$ cat config.mk
export PLATFORM = sky130hd
export DESIGN_NAME = rob_multi_cdb
export DESIGN_NICKNAME = d
export VERILOG_FILES = /design/src/rtl/rob_multi_cdb.sv
export SDC_FILE = /design/constraint.sdc
export NUM_CORES = 2
export LEC_CHECK = 0
export CAP_MARGIN = 20
export CORE_MARGIN = 2
export CORE_UTILIZATION = 30
export CTS_CLUSTER_SIZE = 16
export DETAILED_ROUTE_END_ITERATION = 16
export SYNTH_ARGS = -nofsm -noshare
export SYNTH_HDL_FRONTEND = slang
export SYNTH_SLANG_ARGS = --single-unit
$ cat constraint.sdc
create_clock -name clk -period 8.7 [get_ports clk]
set_input_delay 0.87 -clock clk [delete_from_list [all_inputs] [get_ports clk]]
set_output_delay 0.87 -clock clk [all_outputs]
set_load 0.005 [all_outputs]
$ cat src/rtl/rob_multi_cdb.sv
// Reorder buffer: in-order commit, multi-CDB writeback, operand forwarding,
// mispredict detection at commit with full flush.
module rob_multi_cdb #(
    parameter int ENTRIES = 16,
    parameter int IDX_W   = 4,
    parameter int XLEN    = 32,
    parameter int NUM_CDB = 2
) (
    input  logic                     clk,
    input  logic                     rst,
    input  logic                     rdy,
    input  logic                     disp_valid,
    input  logic [4:0]               disp_rd,
    input  logic                     disp_is_store,
    input  logic                     disp_is_br,
    input  logic                     disp_pred_taken,
    input  logic [XLEN-1:0]          disp_pred_target,
    input  logic [XLEN-1:0]          disp_fallthru,
    input  logic                     disp_done,
    input  logic [XLEN-1:0]          disp_value,
    output logic [IDX_W-1:0]         disp_tag,
    output logic                     full,
    input  logic [IDX_W-1:0]         q1_tag,
    input  logic [IDX_W-1:0]         q2_tag,
    output logic                     q1_ready,
    output logic                     q2_ready,
    output logic [XLEN-1:0]          q1_val,
    output logic [XLEN-1:0]          q2_val,
    input  logic [NUM_CDB-1:0]       cdb_valid,
    input  logic [NUM_CDB*IDX_W-1:0] cdb_tag,
    input  logic [NUM_CDB*XLEN-1:0]  cdb_value,
    input  logic [NUM_CDB-1:0]       cdb_taken,
    output logic                     cm_valid,
    output logic [4:0]               cm_rd,
    output logic [XLEN-1:0]          cm_value,
    output logic [IDX_W-1:0]         cm_tag,
    output logic                     cm_store,
    output logic                     flush,
    output logic [XLEN-1:0]          flush_pc
);

    logic [ENTRIES-1:0] vld_q, rdy_q, br_q, st_q, pt_q, at_q;
    logic [4:0]         rd_q  [ENTRIES];
    logic [XLEN-1:0]    val_q [ENTRIES];
    logic [XLEN-1:0]    ptg_q [ENTRIES];
    logic [XLEN-1:0]    ft_q  [ENTRIES];
    logic [XLEN-1:0]    atg_q [ENTRIES];

    logic [IDX_W-1:0]   head, tail;
    logic [IDX_W:0]     count;

    logic [ENTRIES-1:0] hit, hit_tk, wb;
    logic [XLEN-1:0]    hit_val [ENTRIES];
    logic               commit, mispredict, flush_now, disp_acc;

    // Descending scan so the lowest channel index wins on a shared tag
    always_comb begin
        for (int e = 0; e < ENTRIES; e++) begin
            hit[e]     = 1'b0;
            hit_tk[e]  = 1'b0;
            hit_val[e] = '0;
            for (int k = NUM_CDB - 1; k >= 0; k--) begin
                if (cdb_valid[k] && cdb_tag[k*IDX_W +: IDX_W] == IDX_W'(e)) begin
                    hit[e]     = 1'b1;
                    hit_tk[e]  = cdb_taken[k];
                    hit_val[e] = cdb_value[k*XLEN +: XLEN];
                end
            end
        end
        wb = vld_q & ~rdy_q & hit;
    end

    assign full       = count == (IDX_W+1)'(ENTRIES);
    assign disp_tag   = tail;
    assign commit     = (count != '0) && rdy_q[head];
    assign mispredict = br_q[head] &&
                        ((at_q[head] != pt_q[head]) ||
                         (at_q[head] && atg_q[head] != ptg_q[head]));
    assign flush_now  = commit && mispredict;
    assign disp_acc   = rdy && disp_valid && !full && !flush_now;

    function automatic logic [XLEN:0] query(input logic [IDX_W-1:0] t);
        if (!vld_q[t])
            return '0;
        if (rdy_q[t])
            return {1'b1, val_q[t]};
        if (hit[t])
            return {1'b1, br_q[t] ? val_q[t] : hit_val[t]};
        return '0;
    endfunction

    assign {q1_ready, q1_val} = query(q1_tag);
    assign {q2_ready, q2_val} = query(q2_tag);

    always_ff @(posedge clk) begin
        if (rst) begin
            head     <= '0;
            tail     <= '0;
            count    <= '0;
            vld_q    <= '0;
            rdy_q    <= '0;
            cm_valid <= 1'b0;
            cm_rd    <= '0;
            cm_value <= '0;
            cm_tag   <= '0;
            cm_store <= 1'b0;
            flush    <= 1'b0;
            flush_pc <= '0;
        end else if (!rdy) begin
            cm_valid <= 1'b0;
            flush    <= 1'b0;
        end else begin
            cm_valid <= commit;
            flush    <= flush_now;
            if (commit) begin
                cm_rd    <= st_q[head] ? 5'd0 : rd_q[head];
                cm_value <= val_q[head];
                cm_tag   <= head;
                cm_store <= st_q[head];
            end
            if (flush_now) begin
                flush_pc <= at_q[head] ? atg_q[head] : ft_q[head];
                vld_q    <= '0;
                rdy_q    <= '0;
                head     <= '0;
                tail     <= '0;
                count    <= '0;
            end else begin
                for (int e = 0; e < ENTRIES; e++)
                    if (wb[e])
                        rdy_q[e] <= 1'b1;
                if (commit) begin
                    vld_q[head] <= 1'b0;
                    rdy_q[head] <= 1'b0;
                    head        <= head + 1'b1;
                end
                if (disp_acc) begin
                    vld_q[tail] <= 1'b1;
                    rdy_q[tail] <= disp_done;
                    tail        <= tail + 1'b1;
                end
                count <= count + (IDX_W+1)'(disp_acc) - (IDX_W+1)'(commit);
            end
        end
    end

    // Payload storage; liveness is tracked solely by vld_q/rdy_q
    always_ff @(posedge clk) begin
        if (rdy && !flush_now) begin
            for (int e = 0; e < ENTRIES; e++) begin
                if (wb[e]) begin
                    if (br_q[e]) begin
                        at_q[e]  <= hit_tk[e];
                        atg_q[e] <= hit_val[e];
                    end else begin
                        val_q[e] <= hit_val[e];
                    end
                end
            end
            if (disp_acc) begin
                rd_q[tail]  <= disp_rd;
                st_q[tail]  <= disp_is_store;
                br_q[tail]  <= disp_is_br;
                pt_q[tail]  <= disp_pred_taken;
                ptg_q[tail] <= disp_pred_target;
                ft_q[tail]  <= disp_fallthru;
                val_q[tail] <= disp_value;
                at_q[tail]  <= disp_pred_taken;
                atg_q[tail] <= disp_pred_target;
            end
        end
    end

endmodule

======== Word level (Yosys, flattened, before mapping) ========
Memories as Yosys holds them, arrays and structs flattened. A register that Yosys moved wholly into a read port is not among the register bits.
Cells that the tools add are included.
cells by class
  add/sub/neg operators ................... 4
  $lt $le $gt $ge ......................... 8
  equality and inequality tests ........... 33
  multiplexer cells ....................... 432
  bitwise operators ....................... 10
  reductions and logical operators ........ 56
operators by type and width
  cell                   count
  $mux W32               39
  $mux W33               12
  $mux W1                332
  $bmux W32 S4           2
  $mux W16               13
  $bwmux W16             5
  $and A16 B16 Y16       4
  $eq A4 B4 Y1 const B   16
  $bmux W1 S4            13
  $mux W4                12
  $logic_and A1 B1 Y1    42
  $eq A4 B3 Y1 const B   8
  $ne A32 B32 Y1         1
  $not A16 Y16           2
  $lt A4 B5 Y1 const B   4
  $eq A4 B2 Y1 const B   4
  $or A16 B16 Y16        1
  $ge A5 B5 Y1 const B   2
  $mux W5                2
  $not A4 Y5             2
  $reduce_and A2 Y1      5
  $add A4 B1 Y4 const B  2
  $demux W1 S4           2
  $eq A4 B1 Y1 const B   2
  12 further kinds       16
word-level totals
  flip-flop bits (word level) ............. 153
  memory bits (writable) .................. 2128
  input port bits ......................... 193
  output and inout port bits .............. 147
  word-level logic and storage cells ...... 563
  memories ................................ 5
memory list
  name   words  width  read ports  clocked after Yosys merged registers in  wr ports  line  RTL
  atg_q  16     32     1           1                                        17        47    logic [XLEN-1:0] atg_q [ENTRIES];
  ft_q   16     32     1           1                                        1         46    logic [XLEN-1:0] ft_q [ENTRIES];
  ptg_q  16     32     1           1                                        1         45    logic [XLEN-1:0] ptg_q [ENTRIES];
  val_q  16     32     3           1                                        17        44    logic [XLEN-1:0] val_q [ENTRIES];
  rd_q   16     5      1           1                                        1         43    logic [4:0] rd_q [ENTRIES];

======== Depth between registers and ports, before layout ========
  depth in word-level cells ............... 17
  mapped depth ............................ 32
  depth with buffers taken out ............ 22

======== Worst setup path after synthesis ========
OpenSTA, ideal clock, no wires.
  path kind ............................... register -> register
  from .................................... register with a tool-made name
  to ...................................... memory val_q[0][0], enable pin
  library setup time ...................... 511 ps
  arrival time ............................ 6644 ps
  data required time ...................... 8189 ps
  setup slack ............................. 1545 ps
  cell stages (with the launch flop) ...... 17
  path buffers ............................ 7
  period minus slack after synthesis ...... 7155 ps
  cells stage by stage .................... dfxtp_1 buf_4 buf_6 buf_2 buf_4 mux4_2 a22oi_1 nand2_1 xnor2_1 nand4_1 nor4_2 a21o_1 buf_4 buf_4 nand2_1 clkbuf_1 o41ai_1
RTL lines
  item              line
  end: declaration  44

==> results_dict.tcl <==
set metrics [dict create \
    yosys-top-cells-area "edfxtp_1, mux4_2, mux2_2" \
    yosys_warnings 0 \
    fin_worst_skew_ns 0.05363 \
    hp-class "input port to flop" \
    layout_common_cells "edfxtp_1, mux4_2, mux2_2, a22o_1, clkdlybuf4s50_1" \
    worstPathArrival_ns 8.00 \
    synthMuxAreaShare 0.3282 \
    finalSetupViolations 0 \
    synth.top_cell.area_share 0.5271 \
    design_area_um2 144500 \
    multi_input_comb_area_um2 53500 \
    end_kind "flop" \
    tightest_slew_ns 1.343 \
    timing.final.crit_share 0.8595 \
    fp-row-count 236 \
    synthSimpleGateAreaFrac 0.02016 \
    vias 84761 \
    synthCells 7313 \
    hold_violations 0 \
    ctsHoldBuffers 0 \
    placed_cells 12583 \
    synth_fa_ha_area_frac 0.001563 \
    drive_gt1_frac 0.4021 \
    placed_cell_area_um2 135400 \
    timing.fmax_mhz 133.7 \
    cts_setup_buffers 0 \
    synthXorXnorAreaFrac 0.002946 \
    antenna_found_initial 128 \
    holdPathStages 2 \
    die_w_um 649.2 \
    yosysTopAreaCell "edfxtp_1" \
    ys_seq_elements 2317 \
    maxCapViolCount 0 \
    register_area_um2 68350 \
    ctsLongestPathBuffers 4 \
    maxSlewHeadroom 0.1044 \
    finalWorstPathRequiredPeriod_ns 7.478 \
    rsz0062_at_grt "no" \
    power.leakage_nw 47.12 \
    worstSkewPairLatency_ns 0.93 \
    peakVddDrop_mv 0.1553 \
    core-area_um2 413700 \
    grt.total_usage 0.2488 \
    synth-main-ff-cell "edfxtp_1" \
    grt_pass1_vias 83500 \
    start_util 0.3019 \
    cts_buffers 267 \
    netlist_area_um2 124900 \
    portBuffers 339 \
    start_kind "flop" \
    final_max_slew_viol_count 0 \
    synthArstFlopShare 0 \
    status "finished clean" \
    vias_per_cell 6.454 \
    synth_edf_count 2192 \
    pin_count 340 \
    tns_ns 0 \
    power.total_w 0.02613 \
    synth.avg_cell_area_um2 17.08 \
    grt_max_degree 94 \
    drt-total-wl_mm 542.3 \
    synthDistinctLibCells 62 \
    overflow 0 \
    syn_nets 7521 \
    first_pass_iters 9 \
    crit_type "flop to flop" \
    dp_hpwl_mm 329.8 \
    r2r_setup_slack_ns 1.22 \
    layout_commonest_cell "edfxtp_1" \
    drc_errors 0 \
    grt_pass1_wl_mm 728.8 \
    cts_num_sinks 2317 \
    stdcell_count 13134 \
    tritoncts "built" \
    drt_iter0_drc 14560 \
    cts_resized 0 \
    post_drt_wl_per_cell_um 41.29 \
    drtAntennaViolNets 0 \
    synth-compound-area-share 0.06963 \
    die_area_um2 421500 \
    nFillCells 38476 \
    power_density_nw_per_um2 180.9 \
    die_h_um 649.2 \
    ys_seq_area_frac 0.5471 \
    areaGrowthSynthToFinish_pct 15.69 \
    cts_htree_levels 5 \
    clk_pin_slew_ns 0.06 \
    cp_max_fo 48 \
    nets 7594 \
    gp_congestion 0.9335 \
    worst-r2r-cell-count 14 \
    root_buffer "clkbuf_16" \
    synth_top_family_by_area "multiplexers" \
    cp_data_required_time_ns 9.22 \
]
-- stage by stage --
step | setup WS, ns | utilization | hold WS, ns
floorplan | 1.545 | - | 0.4504
global placement | 1.355 | 0.3269 | 0.4429
detailed placement | 1.480 | 0.3272 | 0.4460
CTS | 1.429 | 0.3484 | 0.3874
global route | 1.342 | 0.3491 | 0.4604
finish | 1.222 | 0.3492 | 0.4409
-- critical path: stages (launching register included) --
cell and delay, ns:
dfxtp_4 0.99, buf_4 0.48, mux4_2 0.38, mux2i_1 0.45, mux2i_1 0.50, xor2_1 0.29
a2111oi_0 0.78, nand4_1 0.26, nor2_1 0.31, a21o_4 0.21, buf_4 0.52, nand2_4 0.50
buf_4 0.53, o41ai_2 0.19, buf_12 0.46
-- area by class of cell --
cell class	count	share of cell area
diodes	64	0.001108
repair buffers	630	0.04539
multi-input cells	4104	0.3703
inverters	66	0.002026
clock buffers	324	0.04917
clock inverters	155	0.01155
well taps	5474	0.04740
flip-flops and latches	2317	0.4731
-- final timing paths --
kind,start,endpoint
max,flop,val_q[8][3]$_DFFE_PP_
min,rst,flush_pc[17]$_SDFFE_PP0P_
max reg2reg,flop,val_q[8][3]$_DFFE_PP_
min reg2reg,flush_pc[2]$_SDFFE_PP0P_,flush_pc[2]$_SDFFE_PP0P_
-- Yosys cell counts, drive strengths merged, types with 14 or more instances --
cell type  count
edfxtp      2192
mux4        1236
mux2        1058
clkbuf       537
a22o         518
buf          289
nand2        235
dfxtp        125
mux2i        124
nor2b        102
nor2         100
a21oi         98
a211oi        94
o21ai         83
inv           66
o22ai         64
o211a         62
a22oi         57
a2111oi       29
nand3         27
xnor2         26
a221oi        21
o2bb2ai       18
o41ai         16
xor2          16
ha            14
-- state kept, by name, indices dropped and copies added (netlist names), 32 cells and up, named ones only --
signal    cells
cm_value     32
flush_pc     32
ptg_q       512
rd_q         80
val_q       512
ft_q        512
atg_q       512
-- report_power, final --
part           leakage, nW  total, W  switching, W  internal (W)
Clock                 4.24    0.0116       0.00489       0.00667
Combinational         21.8   0.00225       0.00142      0.000829
Sequential            21.0    0.0123     0.0000514        0.0123
-- per-layer routing --
metal / GRT usage / up-vias / share of wire
li1: - / 31083 / -
met1: 0.3067 / 44243 / 0.35
met2: 0.3739 / 7341 / 0.44
met3: 0.09130 / 2016 / 0.14
met4: 0.1454 / 78 / 0.070
met5: 0.003735 / - / 0.0014
-- cells by family (layout without fill, tap and decap cells) --
family	after synthesis	count (layout)
muxes	2418	2418
DFF	2317	2317
AOI/OAI and AO/OA	1101	1101
buffers and inverters	892	1175
and+or+nand+nor	528	528
xor gates and xnor gates	42	42
adders and majority gates	15	15
other	0	64
Note: power is estimated with default switching activity, not from simulation.
